===== config.mk =====
export PLATFORM = sky130hd
export DESIGN_NAME = input_debouncer
export DESIGN_NICKNAME = d
export VERILOG_FILES = /design/src/rtl/input_debouncer.sv
export SDC_FILE = /design/constraint.sdc
export NUM_CORES = 1
export LEC_CHECK = 0
export BUFFER_PORTS_ARGS = -buffer_cell sky130_fd_sc_hd__buf_2
export CORE_AREA = 3 3 40 42
export CTS_CLUSTER_SIZE = 20
export DETAILED_ROUTE_END_ITERATION = 12
export DIE_AREA = 0 0 43 45
export GPL_ROUTABILITY_DRIVEN = 0
export HOLD_SLACK_MARGIN = 0.03
export PLACE_DENSITY = 0.47
export SYNTH_ARGS = -nofsm -noshare
export SYNTH_HDL_FRONTEND = slang
export SYNTH_SLANG_ARGS = --single-unit

===== constraint.sdc =====
create_clock -name clk -period 2 [get_ports clk]
set_clock_uncertainty 0.2 [all_clocks]
set_input_delay 0.4 -clock clk [delete_from_list [all_inputs] [get_ports clk]]
set_output_delay 0.4 -clock clk [all_outputs]
set_load 0.02 [all_outputs]

===== src/rtl/input_debouncer.sv =====
// Purpose: synchronise a raw bouncy 1-bit input and release level changes only after they hold steady.
// Latency: SYNC_STAGES + DEBOUNCE_CYCLES edges from input sample to out; no backpressure (free-running filter).
// bounce pulses for one cycle whenever a pending transition is abandoned because the level reverted.
module input_debouncer #(
    parameter int SYNC_STAGES     = 2,
    parameter int DEBOUNCE_CYCLES = 4,
    localparam int CNT_W          = (DEBOUNCE_CYCLES > 1) ? $clog2(DEBOUNCE_CYCLES) : 1
) (
    input  logic clk,
    input  logic rst,
    input  logic in,
    output logic out,
    output logic bounce
);

    localparam logic [CNT_W-1:0] CNT_LAST = CNT_W'(DEBOUNCE_CYCLES - 1);

    typedef enum logic [1:0] {
        IDLE_LOW  = 2'b00,
        WAIT_HIGH = 2'b01,
        IDLE_HIGH = 2'b10,
        WAIT_LOW  = 2'b11
    } state_t;

    logic [SYNC_STAGES-1:0] sync_q;
    logic                   s;
    state_t                 state;
    logic [CNT_W-1:0]       cnt;

    always_ff @(posedge clk) begin
        if (rst) begin
            sync_q <= '0;
        end else begin
            sync_q <= {sync_q[SYNC_STAGES-2:0], in};
        end
    end

    assign s = sync_q[SYNC_STAGES-1];

    // out is decoded from the next state so it stays a flop with no path from in.
    always_ff @(posedge clk) begin
        if (rst) begin
            state  <= IDLE_LOW;
            cnt    <= '0;
            out    <= 1'b0;
            bounce <= 1'b0;
        end else begin
            bounce <= 1'b0;
            case (state)
                IDLE_LOW: begin
                    if (s) begin
                        state <= WAIT_HIGH;
                        cnt   <= '0;
                    end
                end
                WAIT_HIGH: begin
                    if (!s) begin
                        state  <= IDLE_LOW;
                        bounce <= 1'b1;
                    end else if (cnt == CNT_LAST) begin
                        state <= IDLE_HIGH;
                        out   <= 1'b1;
                    end else begin
                        cnt <= cnt + 1'b1;
                    end
                end
                IDLE_HIGH: begin
                    if (!s) begin
                        state <= WAIT_LOW;
                        cnt   <= '0;
                    end
                end
                WAIT_LOW: begin
                    if (s) begin
                        state  <= IDLE_HIGH;
                        bounce <= 1'b1;
                    end else if (cnt == CNT_LAST) begin
                        state <= IDLE_LOW;
                        out   <= 1'b0;
                    end else begin
                        cnt <= cnt + 1'b1;
                    end
                end
                default: begin
                    state <= IDLE_LOW;
                    cnt   <= '0;
                    out   <= 1'b0;
                end
            endcase
        end
    end

endmodule


== Yosys cells after proc, flatten, opt, wreduce, memory -nomap -nowiden ==
Index checks and enable logic that the tools add are counted.

* Logic and storage cells: 44
* Input bits: 3
* Register bits: 8
* Output and inout bits: 2

* Eq/ne operators: 12
* $add $sub $neg: 1
* Multiplexer cells: 21
* Reductions and logical operators: 5

{| class="wikitable"
|+ Operator list
! cell !! count
|-
| $mux 2 || 11
|-
| $pmux 2 s4 || 2
|-
| $ne 2x2->1 const B || 6
|-
| $reduce_and 4->1 || 2
|-
| $eq 2x2->1 const B || 3
|-
| $mux 1 || 6
|-
| $ne 3x3->1 const B || 2
|-
| $reduce_and 5->1 || 1
|-
| $pmux 1 s2 || 2
|-
| $add 2x1->2 const B || 1
|-
| $eq 2x1->1 const B || 1
|-
| $logic_not 2->1 || 1
|-
| $reduce_bool 2->1 || 1
|}

== Logic depth before layout (Yosys ltp) ==
Gate-level depths: netlist (run 1).

* Depth after elaboration: 4
* Depth in mapped cells: 4

== Worst setup path after synthesis (run 1) ==
No wires, ideal clock.

* Path kind: register to register
* Start: register cnt[0]
* End: register cnt[0]
* Period minus slack after synthesis: 1.467 ns
* Stages on the path, launching flop included: 4
* Slack: 0.533 ns
* Arrival time: 1.192 ns
* Setup time: 0.074 ns
* Path through: dfxtp_1 > ha_1 > or4b_1 > a31oi_1

* Cells in the longest elaborated chain, start to end: 4

{| class="wikitable"
|+ Ends and longest elaborated chain
! element !! RTL line !! source
|-
| start, declared || 28 || <nowiki>logic [CNT_W-1:0] cnt;</nowiki>
|-
| start signal, assigned || 64 || <nowiki>cnt <= cnt + 1'b1;</nowiki>
|-
| start signal, assigned || 81 || <nowiki>cnt <= cnt + 1'b1;</nowiki>
|-
| $add 2x1->2 / $eq 2x2->1 (equally long branches) || n/a ||
|-
| $mux 2 * || 60, 77 ||
|-
| $mux 2 (on tied branches) || 74, 57 ||
|-
| $pmux 2 s4 * || 49 || <nowiki>case (state)</nowiki>
|}

Every way passes the cells marked *; elsewhere a longest branch is shown, timed or not. The select of a mux whose other input is x is not followed.
A chain may end at the register's enable or synchronous reset.

== Worst setup path in the final report (run 1) ==
Ends and elaborated chain as after synthesis.

==> results of run 1 <==
==> stage by stage <==
step           instances  power [mW]  cell area, um^2  hold WS [ns]   util
5_1_grt               54       0.316              377         0.202  0.293
2_1_floorplan         32       0.172              315         0.214      -
4_1_cts               54       0.303              377         0.161  0.293
3_5_place_dp          51       0.178              354         0.223  0.276
3_3_place_gp          51       0.177              354         0.226  0.276
6_report              54       0.297              377         0.158  0.293
==> cells by family after synthesis <==
group           synth area share
compound gates             0.115
flops                      0.508
fa+ha+maj                 0.0794
simple gates               0.242
xor+xnor                  0.0556
==> area by class of cell <==
class | instances | area [um^2] | area share
Clock buffer | 3 | 22.5 | 0.0598
Timing Repair Buffer | 4 | 20.0 | 0.0532
Tap cell | 15 | 18.8 | 0.0498
Sequential cell | 8 | 160 | 0.425
Multi-Input combinational cell | 24 | 155 | 0.412
==> report_power, final <==
group	internal (mW)	leakage [nW]	switching [mW]
registers	0.162	0.0650	0.00271
clock network	0.0686	0.0138	0.0534
logic	0.00422	0.0688	0.00518
total	0.235	0.148	0.0613
==> synth_stat cells (all sizes together), types with 2 or more instances <==
| cell type | instances |
|---|---|
| a31oi | 3 |
| dfxtp | 8 |
| ha | 2 |
| nand2 | 5 |
| nand3 | 3 |
| nor2b | 2 |
==> critical path, cell delays in order (launching register included) <==
cell	delay [ns]
dfxtp_1	0.34
ha_1	0.26
or4b_1	0.51
a31oi_1	0.18
==> metal layers <==
metal,up-vias,share of wire,wire [um]
li1,131,-,-
met2,7,0.47,275
met4,0,0.026,15
met5,-,0,0
met3,2,0.053,31
met1,115,0.44,256
==> worst max path at each step <==
stage	from	end	slack [ns]	depth (start not counted)
global route	cnt[0]$_SDFFE_PP0P_	cnt[0]$_SDFFE_PP0P_	0.35	3
CTS	cnt[0]$_SDFFE_PP0P_	cnt[0]$_SDFFE_PP0P_	0.44	3
floorplan	cnt[0]$_SDFFE_PP0P_	cnt[0]$_SDFFE_PP0P_	0.53	3
finish	cnt[0]$_SDFFE_PP0P_	cnt[0]$_SDFFE_PP0P_	0.44	3
global placement	cnt[0]$_SDFFE_PP0P_	cnt[0]$_SDFFE_PP0P_	0.50	3
detailed placement	cnt[0]$_SDFFE_PP0P_	cnt[0]$_SDFFE_PP0P_	0.46	3
==> impl_metrics.tcl, run 1 <==
set metrics [dict create \
    io-pin-count 5 \
    cts_hold_buf 0 \
    grtUsageTotal 0.0817 \
    yosys_warnings 0 \
    syn_inst 32 \
    antenna_found_initial 0 \
    grt_util_met1 0.0775 \
    finalSetupViolCount 0 \
    antenna_left 0 \
    slew_headroom 0.819 \
    grt.busiest_layer "met2" \
    hp-class "in -> reg" \
    synth_area_leaders "dfxtp_1 51%, ha_1 7.9%, a31oi_1 6.0%, nand2_1 6.0%, nand3_1 4.8%" \
    drc 0 \
    routed_via_density 4.72 \
    gr-usage-met3 0.0398 \
    clock_tree.buffer_depth 2 \
    use_met2 0.123 \
    drt-initial-drc-count 1 \
    drt_pass1_iterations 4 \
    syn_avg_cell_area_um2 9.85 \
    worst-path-max-fanout 5 \
    max-cap-violations 0 \
    grt_first_pass_wirelength_um 1060 \
    setup_slack_ns 0.442 \
    hold_end "sync_q[0]$_SDFF_PP0_" \
    syn_area_um2 315 \
    ff2ff_setup_slack_ns 0.44 \
    final_cell_mix "8 x dfxtp_1, 5 x nand2_1, 4 x buf_2" \
    status "completed" \
    r2r-end "cnt[0]$_SDFFE_PP0P_" \
    chipHeight_um 45 \
    fmax_mhz 642 \
    wl_um 580 \
    regToRegStartpoint "cnt[0]$_SDFFE_PP0P_" \
    grt_overflow 0 \
    hold_viol_final 0 \
    grt_max_degree 9 \
    fp-row-count 13 \
    powerDensity_nw_per_um2 787 \
    synthFlopType "dfxtp_1" \
    start_util 0.245 \
    slew_viol_final 0 \
    antennaDiodeCount 0 \
    critPathCaptureType "flop" \
    fin_crit_ns 1.56 \
    synth_top_area_frac 0.508 \
    dieArea_um2 1940 \
    fillCellCount 135 \
    cts_tree "yes" \
    synth-edff-count 0 \
    startpoint_type "flop" \
    die_x_um 43 \
    cts-root-buf "clkbuf_4" \
    reg2reg_depth 3 \
    p_leak_nw 0.148 \
    cts.sinks 8 \
    syn2layout_area_growth_pct 19.4 \
    yosysTopAreaCell "dfxtp_1" \
    path_class "reg -> reg" \
    dp_slack_ns 0.457 \
    clk_pin_slew_worst_paths_ns 0.05 \
    portBuffers 4 \
    layout.nets 46 \
    seq_area_frac_synth 0.508 \
    synth.distinct_cells 15 \
    numCtsBuffers 3 \
    core_area_um2 1280 \
    period_share 0.779 \
    async_reset_ff_frac 0 \
    final_common_cell "dfxtp_1" \
    cts_setup_buffers 0 \
    syn-num-nets 37 \
    finalSetupTns_ns 0 \
    crit_required_ns 1.98 \
    worstMarginPinSlew_ns 0.270 \
    htree_levels 1 \
    routedWlPerCell_um 10.7 \
    num_vias 255 \
    hpwl_um 429 \
    rsz0062_at_grt "false" \
    synth-seq-cells 8 \
    cts_resized 0 \
    ir_worst_vdd_uv 337 \
    insertion_delay_ns 0.25 \
    min_path_cells 2 \
    min_from "in" \
    cp.arrival_ns 1.54 \
    grt_pass1_vias 248 \
    layout-drive-gt1-share 0.179 \
]
Note: power is estimated with default switching activity, not from simulation.
==> run 2, diff against run 1 <==
--- a/config.mk
+++ b/config.mk
@@ -12,7 +12,7 @@
 export DIE_AREA = 0 0 43 45
 export GPL_ROUTABILITY_DRIVEN = 0
 export HOLD_SLACK_MARGIN = 0.03
-export PLACE_DENSITY = 0.47
+export PLACE_DENSITY = 0.48
 export SYNTH_ARGS = -nofsm -noshare
 export SYNTH_HDL_FRONTEND = slang
 export SYNTH_SLANG_ARGS = --single-unit
==> constraint.sdc (replaced) <==
create_clock -name clk -period 1.29 [get_ports clk]
set_clock_uncertainty 0.2 [all_clocks]
set_input_delay 0.258 -clock clk [delete_from_list [all_inputs] [get_ports clk]]
set_output_delay 0.258 -clock clk [all_outputs]
set_load 0.02 [all_outputs]
==> impl_metrics.tcl, run 2 (synthesis gave the netlist of run 1 again) <==
set metrics [dict create \
    portBuffers 4 \
    powerDensity_nw_per_um2 937 \
    chipHeight_um 45 \
    met3_length_um 46 \
    p_leak_nw 0.200 \
    hpwl_um 497 \
    stdcell_area_um2 502 \
    fillCellCount 116 \
    maxUsedRoutingLayer "met4" \
    hold_viol_final 0 \
    setup_slack_ns -0.0953 \
    num_vias 303 \
    htree_levels 1 \
    drc 0 \
    grt_overflow 0 \
    wl_met2_um 322 \
    routed_via_density 4.66 \
    startpoint_type "flop" \
    final_cell_mix "10 x buf_4, 6 x dfxtp_1, 5 x nand2_1" \
    slew_viol_final 0 \
    antenna_left 0 \
    cts_setup_buffers 0 \
    start_util 0.245 \
    crit_required_ns 1.26 \
    core_area_um2 1280 \
    cts.sinks 8 \
    fin_crit_ns 1.39 \
    path_class "reg -> reg" \
    rsz0062_at_grt "true" \
    antenna_found_initial 0 \
    die_x_um 43 \
    layout-drive-gt1-share 0.460 \
    clk_pin_slew_worst_paths_ns 0.05 \
    finalSetupViolCount 2 \
    worst-path-max-fanout 3 \
    dieArea_um2 1940 \
    worstMarginPinSlew_ns 0.203 \
    cts_tree "yes" \
    ir_worst_vdd_uv 572 \
    cts-root-buf "clkbuf_4" \
    antennaDiodeCount 0 \
    period_share 1.07 \
    slew_headroom 0.864 \
    failed_checks "negative setup slack" \
    insertion_delay_ns 0.25 \
    drt_pass1_iterations 5 \
    io-pin-count 5 \
    grtUsageTotal 0.0835 \
    finalSetupTns_ns -0.103 \
    layout.nets 57 \
    hp-class "in -> reg" \
    drt-initial-drc-count 9 \
    final_common_cell "buf_4" \
    numCtsBuffers 3 \
    status "finished with violations" \
    grt_max_degree 9 \
    cp.arrival_ns 1.36 \
    syn2layout_area_growth_pct 59.1 \
    fmax_mhz 722 \
    clock_tree.buffer_depth 2 \
    holdWs_ns 0.0932 \
    grt_first_pass_wirelength_um 1120 \
    m1WireLength_um 305 \
    placed_area_um2 444 \
    critPathCaptureType "flop" \
    wl_um 678 \
    routedWlPerCell_um 10.4 \
    max-cap-violations 0 \
    grt_pass1_vias 288 \
    fp-row-count 13 \
]
[run 2: changes by cell type in the layout (fill, tap and decap cells not counted), sizes merged]
cell         before  now
buf               4   14
dlygate4sd3       0    1
[run 2: critical path, stage by stage (launching register included)]
cell and delay [ns]:
dfxtp_2 0.34, ha_4 0.15, or4b_1 0.49, a31oi_1 0.14
[run 2: stage by stage]
| stage | power [mW] | utilization | std cells | setup slack, ns |
|---|---|---|---|---|
| 2_1_floorplan | 0.267 | - | 32 | -0.0761 |
| 3_3_place_gp | 0.282 | 0.346 | 61 | -0.0647 |
| 3_5_place_dp | 0.283 | 0.346 | 61 | -0.0928 |
| 4_1_cts | 0.478 | 0.387 | 65 | -0.102 |
| 5_1_grt | 0.501 | 0.390 | 65 | -0.125 |
| 6_report | 0.470 | 0.390 | 65 | -0.0953 |
[run 2: final cells by class]
| type | instances | area (um^2) | area share |
|---|---|---|---|
| flip-flops and latches | 8 | 163 | 0.324 |
| repair buffers | 15 | 105 | 0.209 |
| well taps | 15 | 18.8 | 0.0374 |
| clock buffers | 3 | 22.5 | 0.0449 |
| multi-input cells | 24 | 193 | 0.384 |
[run 2: power breakdown]
group,switching (mW),internal [mW],leakage (nW)
combinational,0.0135,0.0148,0.120
clock,0.0820,0.106,0.0138
sequential,0.00193,0.252,0.0660
[run 2: timing repair]
item | CTS | global route
pin swaps | 1 | 1
endpoints found under the setup margin | 4 | 4
endpoints found under the hold margin | 1 | 0
hold buffers | 1 | 0
gates resized for setup | 3 | 1
[run 2: path summary, 6_finish.rpt]
path                            cells past startpoint                 start                    to  slack (ns)
worst max-delay path                                3   cnt[0]$_SDFFE_PP0P_   cnt[0]$_SDFFE_PP0P_        -0.1
worst min register to register                      1  sync_q[0]$_SDFF_PP0_  sync_q[1]$_SDFF_PP0_        0.25
worst min-delay path                                2                   rst  sync_q[0]$_SDFF_PP0_        0.09
worst max register to register                      3   cnt[0]$_SDFFE_PP0P_   cnt[0]$_SDFFE_PP0P_        -0.1
[run 2: metal layers]
layer / vias up / GRT usage
met2: 11 / 0.138
li1: 151 / -
met1: 139 / 0.0850
met5: - / 0
met4: 0 / 0.0361
met3: 2 / 0.0518
